**src/rtl/nco_pkg.sv**
```systemverilog
// nco_pkg: shared definitions for the NCO SPI command path.
//   - Command byte field positions and type encodings.
//   - Decoder FSM state encoding.
//   - cmd_legal(): checks reserved bits and the NCO index range of a command byte.
package nco_pkg;

  localparam int CMD_TYPE_BIT = 7;
  localparam int CMD_RSVD_MSB = 6;
  localparam int CMD_RSVD_LSB = 3;
  localparam int CMD_IDX_MSB  = 2;
  localparam int CMD_IDX_LSB  = 0;

  localparam logic CMD_TUNING = 1'b0;
  localparam logic CMD_MUX    = 1'b1;

  typedef enum logic [1:0] {
    ST_IDLE    = 2'd0,
    ST_DATA    = 2'd1,
    ST_DISCARD = 2'd2
  } dec_state_t;

  // A command is legal when its reserved field is clear and, for tuning
  // writes, the index addresses an existing NCO. Mux writes ignore the index.
  function automatic logic cmd_legal(input logic [7:0] cmd, input int num_nco);
    logic [3:0] idx_ext;
    idx_ext = {1'b0, cmd[CMD_IDX_MSB:CMD_IDX_LSB]};
    return (cmd[CMD_RSVD_MSB:CMD_RSVD_LSB] == 4'd0) &&
           ((cmd[CMD_TYPE_BIT] == CMD_MUX) || (int'(idx_ext) < num_nco));
  endfunction

endpackage

```
**src/rtl/nco_frame_timeout.sv**
```systemverilog
// nco_frame_timeout: idle-cycle counter for SPI command frames.
//   i_clock, i_reset_n : clock, asynchronous active-low reset
//   i_enable           : count idle cycles while a frame is in progress
//   i_clear            : restart the count (byte received, or no frame open)
//   i_limit            : number of idle cycles allowed; 0 disables expiry
//   o_expire           : high in the idle cycle that reaches i_limit
module nco_frame_timeout
  import nco_pkg::*;
#(
  parameter int CNT_W = 16
) (
  input  logic             i_clock,
  input  logic             i_reset_n,
  input  logic             i_enable,
  input  logic             i_clear,
  input  logic [CNT_W-1:0] i_limit,
  output logic             o_expire
);

  logic [CNT_W-1:0] count_r;

  // Idle counter: cleared on activity, advances once per idle cycle.
  always_ff @(posedge i_clock or negedge i_reset_n) begin
    if (!i_reset_n) begin
      count_r <= '0;
    end else if (i_clear || !i_enable || (i_limit == '0)) begin
      count_r <= '0;
    end else begin
      count_r <= count_r + CNT_W'(1);
    end
  end

  // Expiry is flagged during the idle cycle that completes the allowance, so
  // the owner aborts on the edge ending exactly i_limit idle cycles.
  always_comb begin
    if (i_enable && !i_clear && (i_limit != '0)) begin
      o_expire = (count_r == (i_limit - CNT_W'(1)));
    end else begin
      o_expire = 1'b0;
    end
  end

endmodule

```
**src/rtl/nco_command_decoder.sv**
```systemverilog
// nco_command_decoder: turns SPI bytes into NCO tuning / mux register writes.
//   i_clock, i_reset_n : system clock, asynchronous active-low reset
//   i_cs_active        : synchronised chip-select-active flag
//   i_byte_valid       : one-cycle strobe, i_byte_data holds a byte
//   i_byte_data        : received byte
//   o_tuning_words     : register bank, NCO k at [k*WORD_W +: WORD_W]
//   o_update           : one-cycle pulse on bit k when NCO k's word changes
//   o_mux_control      : output mux control register
//   o_frame_error      : one-cycle pulse on a rejected or aborted frame
//   o_busy             : a frame is partially received
module nco_command_decoder
  import nco_pkg::*;
#(
  parameter int NUM_NCO        = 8,
  parameter int WORD_W         = 24,
  parameter int MUX_W          = 8,
  parameter int TIMEOUT_CYCLES = 65535
) (
  input  logic                      i_clock,
  input  logic                      i_reset_n,
  input  logic                      i_cs_active,
  input  logic                      i_byte_valid,
  input  logic [7:0]                i_byte_data,
  output logic [NUM_NCO*WORD_W-1:0] o_tuning_words,
  output logic [NUM_NCO-1:0]        o_update,
  output logic [MUX_W-1:0]          o_mux_control,
  output logic                      o_frame_error,
  output logic                      o_busy
);

  localparam int TO_W = (TIMEOUT_CYCLES > 0) ? $clog2(TIMEOUT_CYCLES + 1) : 1;

  dec_state_t        state_r;
  logic              type_r;
  logic [2:0]        idx_r;
  logic [2:0]        remaining_r;
  logic [WORD_W-1:0] shadow_r;
  logic [WORD_W-1:0] shadow_next_s;
  logic [WORD_W-1:0] tuning_r [NUM_NCO];
  logic [MUX_W-1:0]  mux_r;
  logic [NUM_NCO-1:0] update_r;
  logic              frame_error_r;
  logic              busy_r;
  logic              in_data_s;
  logic              timeout_clear_s;
  logic              timeout_expire_s;

  assign in_data_s       = (state_r == ST_DATA);
  assign timeout_clear_s = !in_data_s || i_byte_valid;

  nco_frame_timeout #(
    .CNT_W (TO_W)
  ) u_timeout (
    .i_clock   (i_clock),
    .i_reset_n (i_reset_n),
    .i_enable  (in_data_s),
    .i_clear   (timeout_clear_s),
    .i_limit   (TO_W'(TIMEOUT_CYCLES)),
    .o_expire  (timeout_expire_s)
  );

  // MSB-first assembly; for 8-bit words the shift leaves only the new byte.
  always_comb begin
    shadow_next_s = (shadow_r << 8) | WORD_W'(i_byte_data);
  end

  // Frame decoder FSM together with the register bank it writes.
  always_ff @(posedge i_clock or negedge i_reset_n) begin
    if (!i_reset_n) begin
      state_r       <= ST_IDLE;
      type_r        <= CMD_TUNING;
      idx_r         <= 3'd0;
      remaining_r   <= 3'd0;
      shadow_r      <= '0;
      mux_r         <= '0;
      update_r      <= '0;
      frame_error_r <= 1'b0;
      busy_r        <= 1'b0;
      for (int k = 0; k < NUM_NCO; k++) begin
        tuning_r[k] <= '0;
      end
    end else begin
      update_r      <= '0;
      frame_error_r <= 1'b0;
      case (state_r)
        ST_IDLE: begin
          if (i_byte_valid && i_cs_active) begin
            busy_r <= 1'b1;
            if (cmd_legal(i_byte_data, NUM_NCO)) begin
              state_r     <= ST_DATA;
              type_r      <= i_byte_data[CMD_TYPE_BIT];
              idx_r       <= i_byte_data[CMD_IDX_MSB:CMD_IDX_LSB];
              remaining_r <= (i_byte_data[CMD_TYPE_BIT] == CMD_MUX) ? 3'd1 : 3'(WORD_W / 8);
              shadow_r    <= '0;
            end else begin
              frame_error_r <= 1'b1;
              state_r       <= ST_DISCARD;
            end
          end
        end
        ST_DATA: begin
          // Chip-select drop outranks a byte in the same cycle.
          if (!i_cs_active) begin
            frame_error_r <= 1'b1;
            busy_r        <= 1'b0;
            state_r       <= ST_IDLE;
          end else if (i_byte_valid) begin
            shadow_r    <= shadow_next_s;
            remaining_r <= remaining_r - 3'd1;
            if (remaining_r == 3'd1) begin
              state_r <= ST_IDLE;
              busy_r  <= 1'b0;
              if (type_r == CMD_MUX) begin
                mux_r <= i_byte_data[MUX_W-1:0];
              end else begin
                for (int k = 0; k < NUM_NCO; k++) begin
                  if (idx_r == 3'(k)) begin
                    tuning_r[k] <= shadow_next_s;
                    update_r[k] <= 1'b1;
                  end
                end
              end
            end
          end else if (timeout_expire_s) begin
            frame_error_r <= 1'b1;
            busy_r        <= 1'b0;
            state_r       <= ST_IDLE;
          end
        end
        ST_DISCARD: begin
          if (!i_cs_active) begin
            busy_r  <= 1'b0;
            state_r <= ST_IDLE;
          end
        end
        default: begin
          busy_r  <= 1'b0;
          state_r <= ST_IDLE;
        end
      endcase
    end
  end

  for (genvar g = 0; g < NUM_NCO; g++) begin : g_flat
    assign o_tuning_words[g*WORD_W +: WORD_W] = tuning_r[g];
  end

  assign o_update      = update_r;
  assign o_mux_control = mux_r;
  assign o_frame_error = frame_error_r;
  assign o_busy        = busy_r;

endmodule

```
**config.mk**
```make
export PLATFORM = sky130hd
export DESIGN_NAME = nco_command_decoder
export DESIGN_NICKNAME = d
export VERILOG_FILES = /design/src/rtl/nco_pkg.sv /design/src/rtl/nco_frame_timeout.sv /design/src/rtl/nco_command_decoder.sv
export SDC_FILE = /design/constraint.sdc
export NUM_CORES = 1
export LEC_CHECK = 0
export ABC_CLOCK_PERIOD_IN_PS = 1900
export CORE_AREA = 2 2 200 202
export DETAILED_ROUTE_END_ITERATION = 7
export DIE_AREA = 0 0 202 204
export GPL_TIMING_DRIVEN = 0
export PLACE_DENSITY = 0.57
export SLEW_MARGIN = 20
export SYNTH_ARGS = -nofsm -noshare
export SYNTH_HDL_FRONTEND = slang
export SYNTH_SLANG_ARGS = --single-unit
```
**constraint.sdc**
```tcl
create_clock -name i_clock -period 1.9 [get_ports i_clock]
set_input_delay 0.285 -clock i_clock [delete_from_list [all_inputs] [get_ports i_clock]]
set_output_delay 0.285 -clock i_clock [all_outputs]
set_load 0.1 [all_outputs]
```
# Word level (Yosys, flattened, before mapping)
# Cells that the tools add are included.
# totals
output_inout_bits,210
word_cells,109
inputBits,12
regBits,251
# classes
n_eq_ne,18
bitwise,2
n_addsub,2
n_mux,47
n_reduce_logical,22
# op_table
operator,n
2-to-1 mux 16 bit,5
AND reduction 6 bit,8
2-to-1 mux 8 bit,5
case mux 16 bit (2 select lines),1
bitwise OR 24 x 8 -> 24 bit,1
2-to-1 mux 1 bit,20
adder 16 x 1 -> 16 bit (second input constant),1
equality test 16 bit (second input constant),1
2-to-1 mux 2 bit,8
equality test 3 bit (second input constant),4
2-to-1 mux 3 bit,4
!= test 2 bit (second input constant),5
AND reduction 5 bit,2
!= test 4 bit (second input constant),2
equality test 3 x 1 -> 1 bit (second input constant),2
equality test 3 x 2 -> 1 bit (second input constant),2
case mux 2 bit (3 select lines),1
case mux 3 bit (2 select lines),1
zero test 4 bit,1
AND reduction 4 bit,1
zero test 3 bit,1
case mux 1 bit (3 select lines),1
AND reduction 3 bit,1
subtractor 3 x 1 -> 3 bit (second input constant),1
9 further kinds,12

# Longest topological paths before layout
# depth
word_depth,10
mapped_depth,8
ltp_nobuf,6

# By module
# A second synthesis with hierarchy kept.
# unflattened
cells_unflattened,723
area_unflattened_um2,10352.4
# by_module_without_submodules
mod,n_inst,cells_each,area_per_inst_um2,seq_area_each_um2
nco_command_decoder,1,562,9009.9,5880.6
nco_frame_timeout,1,161,1342.5,400.4

# Worst setup path after synthesis
# OpenSTA, ideal clock, no wires.
# synth_path
kind,register to register
startpoint,reg remaining_r[1]
endpoint,"reg tuning_r, in the netlist o_tuning_words[172]"
required_time_ns,1.775
period_less_slack_ns,1.991
stages_incl_launch_ff,8
arrival_ns,1.866
setup_ns,0.125
path_slack_ns,-0.091
n_path_buf,1
cell_sequence,dfrtp_1 > inv_1 > ha_1 > and4bb_2 > nand3_1 > nor2_1 > buf_2 > mux2_2
# synth_via
elab_chain_cells,2
# synth_lines
element,line,rtl
start: declaration,nco_command_decoder.sv:36,logic [2:0] remaining_r;
start signal: assignment,nco_command_decoder.sv:93,remaining_r <= (i_byte_data[CMD_TYPE_BIT] == CMD_MUX) ? 3'd1 : 3'(WORD_W / 8);
start signal: assignment,nco_command_decoder.sv:109,remaining_r <= remaining_r - 3'd1;
equality test 3 x 1 -> 1 bit,nco_command_decoder.sv:110,if (remaining_r == 3'd1) begin
AND reduction 6 bit (no line),n/a,
end signal: indexed assignment,nco_command_decoder.sv:118,tuning_r[k] <= shadow_next_s;
end: declaration,nco_command_decoder.sv:39,logic [WORD_W-1:0] tuning_r [NUM_NCO];
# Every way passes these cells.
# A chain may end at the register's enable or synchronous reset.

# Worst setup path in the final report
# layout_path
startpoint,reg remaining_r[1]
endpoint,"reg tuning_r, in the netlist o_tuning_words[61]"
# Same word-level chain as after synthesis.

==> metrics.md <==
| Metric | Value |
|---|---|
| Most used DFF post-synth | dfrtp_1 |
| Post-synth top cells | dfrtp_1 (251), mux2_2 (184), clkbuf_1 (19), mux2_4 (19), nor2_1 (18) |
| Reg-to-reg slack, setup | -0.13 ns |
| First-pass GRT wire length | 43800 um |
| MaxCap Viol Count | 0 |
| Placed insts | 1381 |
| Vias in the first global route | 6612 |
| Total routed wirelength | 29900 um |
| Violated checks | setup timing |
| PD cells | approximately 800 mW/mm^2 |
| Slew HR | 0.414 |
| Tmin final | 2.03 ns |
| Fmax | 492 MHz |
| Gr usage total | 0.141 |
| Top cell type's share of synthesized area | 0.648 |
| Clock transition at path regs | approximately 0.060 ns |
| Ys async rst share | 1.00 |
| Port Buffers | 221 |
| Multi-input gate area | 0.00365 mm^2 |
| Via Count | 6371 |
| I/O Pins | 222 |
| Grt ovf | 0 |
| Cell chain of the critical path | inv_2 > ha_4 > and4bb_2 > nand2_2 > or3_1 > buf_6 > buf_12 > mux2_4 |
| DRC Markers | 0 |
| Cell class contributing the biggest share of worst-path delay | simple AND/OR/NAND/NOR gates |
| Largest net degree at the start of global routing | between 90 and 100 |
| Non-Filler Instances | 1474 |
| Placed cell areas | approximately 0.013 mm^2 |
| Final Hold Vio Count | 0 |
| Layout area overhead | 56.7% |
| Critical path peak fanout | 10 |
| Max VDD drop | 0.757 mV |
| Worst slew pin tran | 0.879 ns |
| DRT antenna net count | 0 |
| Status | finished, violations left |
| Top cells by area, synth | dfrtp_1 (65%), mux2_2 (21%), mux2_4 (2.9%), a22o_1 (1.4%), xnor2_1 (0.90%) |
| Core Box Area | 0.0392 mm^2 |
| CP startpoint kind | register |
| Total power | 12.5 mW |
| # fillers | 3680 |
| WS Path Type | register to register |
| R2R Path End | o_tuning_words[61] |
| Ant diodes | 0 |
| Critical Path RT | 2.34 ns |
| Reg area | 0.00628 mm^2 |
| Initial drt markers | around 280 |
| Total die area | 0.0412 mm^2 |
| Count leader, synth | dfrtp_1 |
| Synth Cell Area | 0.00969 mm^2 |
| Initial core utilization | 0.247 |
| Crit share post-route | 1.07 |
| Worst skew pair latency | 0.56 ns |
| CTS Buf Count | 30 |
| Worst endpoint data arrival time | 2.48 ns |
| TritonCTS clock tree | yes |
| Worst path slowest cell | dfrtp_1 |
| Seq/Total Area, Yosys | 0.648 |
| Leading area contributor after synthesis | dfrtp_1 |
| Fin area | 0.0152 mm^2 |
| Clock sinks | roughly 250 |
| P_leak | between 6 and 7 nW |
| R2r startpoint | remaining_r[1] |
| Distinct cells, synth | 38 |
| Worst Setup End Kind | register |
| Die Span X | 202 um |
| Drt pass-1 iters | 4 |
| Critical path depth in cells | 8 |
| HP Class | input pin to async pin |
| Final Slew Violations | 0 |
| Final net count | ~950 |
| GPL Wtd Cong | just over 0.7 |
| Syn nets | 649 |
| CTS Buffer Depth | 3 |
| Std cell rows | 73 |
| Ratio of cells with drive above 1 in the final layout | 0.573 |
| Setup TNS | -5.75 ns |
| RSZ-0062 raised after global routing | true |
| Post-DP HPWL | around 18000 um |
| Die height | 204 um |
| Final setup viols | between 100 and 150 |
| Mapped Cells | approximately 630 |
| Number of synthesized flops with an enable pin | 0 |
| Avg Inst Size Synth | between 15 and 20 um^2 |
| Setup slack after layout | -0.133 ns |
| H-tree depth | 1 |
| Largest stage delay, worst path | 0.38 ns |
| Ys Warns | 0 |
| CTS Root Cell | clkbuf_16 |
| R2R cell count | 8 |
| Seq cells post-synth | 251 |
| Via density per instance | 4.32 |
| Worst Clk Skew | roughly 0.0074 ns |
| Crit path buf inv count | 3 |
| Initial antenna violation count | 0 |
| Routed WL per cell | around 20 um |
-- area by class of cell --
| cell class | count | area share |
|---|---|---|
| Tap cell | 525 | 0.0433 |
| Inverter | 15 | 0.00371 |
| Clock buffer | 42 | 0.0578 |
| Clock inverter | 8 | 0.0109 |
| Multi-Input combinational cell | 329 | 0.240 |
| Buffer | 36 | 0.0230 |
| Sequential cell | 251 | 0.414 |
| Timing Repair Buffer | 268 | 0.207 |
-- cell families after synthesis --
| group | synth area share |
|---|---|
| multiplexers | 0.244 |
| buffers and inverters | 0.0239 |
| XOR/XNOR | 0.00994 |
| flip-flops | 0.648 |
| AND/OR/NAND/NOR | 0.0440 |
| AO/OA/AOI/OAI | 0.0247 |
| adder cells (fa/ha/maj) | 0.00516 |
-- per-layer routing --
layer	global-route usage	part of all wire	vias up	wire length [um]
met2	0.220	0.45	182	13400
met1	0.189	0.46	3301	13700
li1	-	-	2842	-
met5	0	0	-	0
met3	0.0392	0.070	46	2100
met4	0.0431	0.022	0	669
-- flip-flops by register name, indices dropped and copies added (netlist names) --
| register | cells |
|---|---|
| o_busy | 1 |
| remaining_r | 3 |
| state_r | 2 |
| type_r | 1 |
| idx_r | 3 |
| u_timeout.count_r | 16 |
| o_update | 8 |
| o_tuning_words | 192 |
| shadow_r | 16 |
| o_mux_control | 8 |
| o_frame_error | 1 |
-- power by group --
group	total, mW	internal [mW]	leakage, nW	switching, mW
Sequential	5.52	5.43	3.47	0.0909
Combinational	0.807	0.232	2.92	0.575
Clock	6.13	3.85	0.513	2.28
Total	12.5	9.51	6.90	2.95
-- how the worst max path moves through the flow --
stage                         startpoint                  end  slack [ns]
after floorplan           remaining_r[1]   o_tuning_words[53]       -0.03
after global placement         i_reset_n   o_tuning_words[42]      -10.76
after detailed placement    i_byte_valid  o_tuning_words[148]       -1.02
after CTS                 remaining_r[1]  o_tuning_words[152]       -0.18
after global routing      remaining_r[1]   o_tuning_words[70]       -0.19
final                     remaining_r[1]   o_tuning_words[61]       -0.13
-- through the flow --
stage,hold slack [ns],utilization,setup WS (ns)
3_5_place_dp,0.360,0.323,-1.02
5_1_grt,0.360,0.388,-0.192
6_report,0.324,0.388,-0.133
3_3_place_gp,0.477,0.321,-10.76
4_1_cts,0.337,0.374,-0.177
2_1_floorplan,-0.0106,-,-0.0309
-- what timing repair did --
| item | 4_1_cts | 5_1_grt |
|---|---|---|
| setup buffers | 23 | 15 |
| gates cloned | 4 | 6 |
| endpoints found under the setup margin | 422 | 201 |
| pin swaps | 7 | 4 |
| endpoints found under the hold margin | 88 | 0 |
| resized for setup | 736 | 102 |
| hold buffers | 1 | 0 |
-- placed cells by master (no fill, tap or decap), types with 10 or more instances in the layout --
cell / count
dfrtp_1: 248
clkdlybuf4s15_2: 210
mux2_4: 112
mux2_2: 91
clkbuf_16: 37
buf_12: 16
clkbuf_1: 16
a22o_1: 16
buf_6: 15
nor2_1: 15
inv_1: 14
buf_4: 13
nand2_1: 11
buf_8: 10
xnor2_1: 10
clkdlybuf4s50_1: 10
No activity file was read; power rests on OpenSTA's default activity.
==> variant 1: new RTL, config.mk and constraints unchanged <==
Change the package constant `CMD_RSVD_LSB` from 3 to 2.
--- a/src/rtl/nco_pkg.sv
+++ b/src/rtl/nco_pkg.sv
@@ -8,3 +8,3 @@
   localparam int CMD_RSVD_MSB = 6;
-  localparam int CMD_RSVD_LSB = 3;
+  localparam int CMD_RSVD_LSB = 2;
   localparam int CMD_IDX_MSB  = 2;
Function: not settled (the Yosys comparison gave no result); the edit may change what the design does.
==> variant 1 against the original RTL <==
The run still ends with setup timing left; sequential cell count is the same; worst setup slack worse by 0.22 ns; synthesized cell count is 0.47% higher; design area up 3.9%; wire length increased by 2.9%; synthesized area up 1.2%; power is 2.9% lower; critical path type unchanged; critical endpoint is now o_tuning_words[86]; largest cell class unchanged; largest power group unchanged.
==> variant 1: results (changes against the original RTL) <==
[cells_and_area]
instances_no_fill = 1487  ; +0.88%
drive_gt1_frac = 0.585  ; +0.0120
nNetsFinal = 958  ; +1.2%

[worst_setup_path]
path_delay_family = simple AND/OR/NAND/NOR gates
crit_path_top_delay_cell = or4_4
cpPeakStageDelay_ns = 0.53  ; +0.15 ns
worstPathMaxFanout = 5  ; -5
arrival_ns = 2.68  ; +0.20 ns

[timing]
final.setup_skew_ns = 0.0167  ; +0.00931 ns
tightest_slew_ns = 0.799  ; -0.0798 ns
setup_tns_ns = -48.45  ; -42.70 ns
setup_viol = 193  ; +61%
timing.final.ws_setup_ns = -0.353  ; -0.220 ns

[synth]
synth-adder-area-share = 0.00510  ; -0.0000593
synth_compound_area_frac = 0.0217  ; -0.00296
ys_top_cells_by_area = dfrtp_1, mux2_2, mux2_4
synthXorXnorAreaFrac = 0.0107  ; +0.000779
ys_types = 44  ; +16%
yosysSeqAreaShare = 0.641  ; -0.00744
yosysWarnings = 0  ; unchanged
muxShareOfSynthArea = 0.245  ; +0.000257
ys_top_cells_by_count = dfrtp_1, mux2_2, nor2_1
syn-num-nets = 652  ; +0.46%
avgSynthCellArea_um2 = 15.4  ; +0.68%

[worst_hold_path]
hp-class = input pin to register

[power]
p_leak_nw = 6.92  ; +0.26%
ir_drop_uv = 577  ; -24%

[detailed_routing]
routed-via-count = 6378  ; +0.11%
drt-initial-drc-count = 229  ; -17%
routed_wl_mm = 30.7  ; +2.9%
drt_pre_antenna_iters = 4  ; unchanged

[placement]
dp_hpwl_mm = 18.5  ; +1.5%
dp_slack_ns = -0.851  ; +0.169 ns
dp_cells = 1382  ; +0.072%
io_buffers = 219  ; -0.90%
gp_congestion = 0.706  ; -2.4%

[cts]
clkSlewWorstSetupHoldPaths_ns = 0.06  ; about the same
htreeDepth = 1  ; unchanged
cts_root_buf = clkbuf_16
cts_buffers = 29  ; -3.3%
cts_max_path_buffers = 3  ; unchanged

[global_route]
grt_max_degree = 96  ; +4.3%
grt_pass1_wl_mm = 44.8  ; +2.3%
antenna_found_initial = 0  ; unchanged
grt_usage = 0.144  ; +0.00356
grt_pass1_vias = 6528  ; -1.3%

[outcome]
violations = setup timing
status = finished with violations

variant 1: final timing paths:
path                                      start              endpoint  slack (ns)  cells after the start
max in group asynchronous             i_reset_n  u_timeout.count_r[9]        0.37                      4
max                              remaining_r[1]    o_tuning_words[86]       -0.35                      9
max reg2reg                      remaining_r[1]    o_tuning_words[86]       -0.35                      9
min                                 i_cs_active            state_r[1]        0.10                      3
min in group asynchronous             i_reset_n    o_tuning_words[15]        0.32                      2
min reg2reg                u_timeout.count_r[0]  u_timeout.count_r[0]        0.50                      1
variant 1: where the power goes:
group	total, W	switching (W)	internal (W)
clock	0.00568	0.00222	0.00346
sequential	0.00549	0.0000591	0.00543
combinational	0.000930	0.000697	0.000233
variant 1: what timing repair did:
action / 4_1_cts / 5_1_grt
endpoints found under the setup margin: 430 / 244
hold buffers: 1 / 0
hold endpoints to repair: 94 / 0
resized for setup: 727 / 99
pin swaps: 10 / 9
setup buffers: 49 / 6
gates cloned: 11 / 5
variant 1: final cells by class:
class | instances | area, um^2
well taps | 525 | 657
multi-input cells | 333 | 3990
fillers | 3592 | 23400
clock inverters | 8 | 115
clock buffers | 43 | 848
inverters | 8 | 30.0
plain buffers | 37 | 353
flip-flops and latches | 251 | 6280
repair buffers | 282 | 3500
variant 1: metrics by stage:
stage,area [um^2],hold slack [ns]
2_1_floorplan,10200,-0.0106
3_3_place_gp,13100,0.482
3_5_place_dp,13100,0.371
4_1_cts,15500,0.0676
5_1_grt,15800,0.124
6_report,15800,0.102
variant 1: logic make-up after synthesis:
group | after synthesis
AOI/OAI and AO/OA | 27
DFF | 251
xor gates and xnor gates | 12
adders and majority gates | 4
and+or+nand+nor | 83
muxes | 207
buffers and inverters | 52
variant 1: tightest hold or removal path, stage by stage:
cell and delay (ns):
buf_2 0.17, nand2b_1 0.11, nor2_1 0.05
variant 1: layer usage:
layer	GRT usage	wire length, um	vias to the layer above
li1	-	-	2865
met1	0.201	14300	3305
met2	0.223	14100	172
met3	0.0427	1820	36
met4	0.0286	529	0
met5	0	0	-
==> variant 2: new RTL, same settings <==
Made on the original files. Register the output `o_tuning_words`, without a reset; this adds one clock of latency there. The other outputs are not delayed to match.
--- a/src/rtl/nco_command_decoder.sv
+++ b/src/rtl/nco_command_decoder.sv
@@ -31,2 +31,4 @@
   localparam int TO_W = (TIMEOUT_CYCLES > 0) ? $clog2(TIMEOUT_CYCLES + 1) : 1;
+
+  logic [NUM_NCO*WORD_W-1:0] o_tuning_words_d;
 
@@ -144,3 +146,3 @@
   for (genvar g = 0; g < NUM_NCO; g++) begin : g_flat
-    assign o_tuning_words[g*WORD_W +: WORD_W] = tuning_r[g];
+    assign o_tuning_words_d[g*WORD_W +: WORD_W] = tuning_r[g];
   end
@@ -152,2 +154,6 @@
 
+  always_ff @(posedge i_clock) begin
+    o_tuning_words <= o_tuning_words_d;
+  end
+
 endmodule
Check against the original RTL: same outputs for any inputs over 4 cycles, from zero or initial values and one cycle with i_reset_n low; that may be too few to reach the edited logic, so the function may still have changed.
==> variant 2 against the original RTL <==
Sequential cell count up 192; power up 54%; synthesized area up 41%; sequential power up 72%; design area up 25%; via count up 19%; wire length up 5.6%; first-iteration DRC count down 17%; synthesized cell count up 36%; combinational power down 22%; worst setup slack better by 0.16 ns; count of clock-buffer cells in the layout up 26; critical path type unchanged; largest cell class unchanged.
==> variant 2: results (changes against the original RTL) <==
[cells_and_area]
nNetsFinal = 1181  ; +25%
final_area_um2 = 19000  ; +25%
fill_cells = 3376  ; -8.3%
drive_gt1_frac = 0.467  ; -0.106

[synth]
ys_top_cells_by_area = dfrtp_1, dfxtp_1, mux2_2
syn-num-nets = 880  ; +36%
ys_async_sr_fraction = 0.567  ; -0.433
ys_types = 46  ; +21%
ys_top_cells_by_count = dfrtp_1, mux2_2, dfxtp_1
yosysSeqAreaShare = 0.741  ; +0.0931

[global_route]
grt_pass1_wl_mm = 47.5  ; +8.4%
met1_usage = 0.202  ; +0.0125
grt_max_degree = 90  ; -2.2%
grt_pass1_vias = 7688  ; +16%
globalRouteMet2Util = 0.249  ; +0.0285
grt_usage = 0.153  ; +0.0127
met3_usage = 0.0456  ; +0.00638

[placement]
dp_hpwl_mm = 20.4  ; +12%
dp_slack_ns = -0.842  ; +0.178 ns
gp_congestion = 0.691  ; -4.3%
placed_cell_area_um2 = 16600  ; +31%

[power]
seqPwrFrac = 0.496  ; +0.053
finalPower_w = 0.0191  ; +54%
p_leak_nw = 8.61  ; +25%
p_clk_frac = 0.471  ; -0.021
ir_drop_uv = 741  ; -2.1%
internal_power_w = 0.0151  ; +59%

[timing]
timing.final.ws_setup_ns = 0.0222  ; +0.155 ns
whs_ns = 0.237  ; -0.0871 ns
tightest_slew_ns = 0.822  ; -0.0570 ns
final.setup_skew_ns = 0.0173  ; +0.00990 ns

[outcome]
status = finished, final reports clean

[detailed_routing]
viasPerCell = 4.40  ; +1.9%
wl_per_cell_um = 18.3  ; -9.9%
route.met2.wl_mm = 15.2  ; +13%
routed-via-count = 7611  ; +19%
wl_met3_mm = 1.82  ; -13%
drt-initial-drc-count = 228  ; -17%

[cts]
cts_buffers = 46  ; +53%
htreeDepth = 2  ; +1

[worst_setup_path]
path_delay_family = simple AND/OR/NAND/NOR gates
worstPathMaxFanout = 8  ; -2
arrival_ns = 2.31  ; -0.17 ns

[flow_run]
drv_cap = 0  ; unchanged

variant 2: kinds of logic (layout without fill, tap and decap cells):
logic type	after synthesis	after routing	synth area share
AOI/OAI and AO/OA	34	34	0.0142
xor gates and xnor gates	10	10	0.00641
adders and majority gates	4	4	0.00366
buffers and inverters	52	391	0.0201
DFF	443	443	0.741
muxes	206	206	0.170
and+or+nand+nor	115	115	0.0448
variant 2: cell type report:
cell class / instances / share of cell area
Buffer: 39 / 0.0157
Clock buffer: 68 / 0.0725
Clock inverter: 18 / 0.00915
Inverter: 11 / 0.00217
Multi-Input combinational cell: 369 / 0.181
Sequential cell: 443 / 0.533
Tap cell: 525 / 0.0346
Timing Repair Buffer: 255 / 0.152
variant 2: repair_timing:
item,4_1_cts,5_1_grt
resized for setup,658,52
hold endpoints to repair,48,0
setup buffers,15,11
hold buffers,1,0
pin swaps,2,6
gates cloned,1,3
endpoints found under the setup margin,399,182
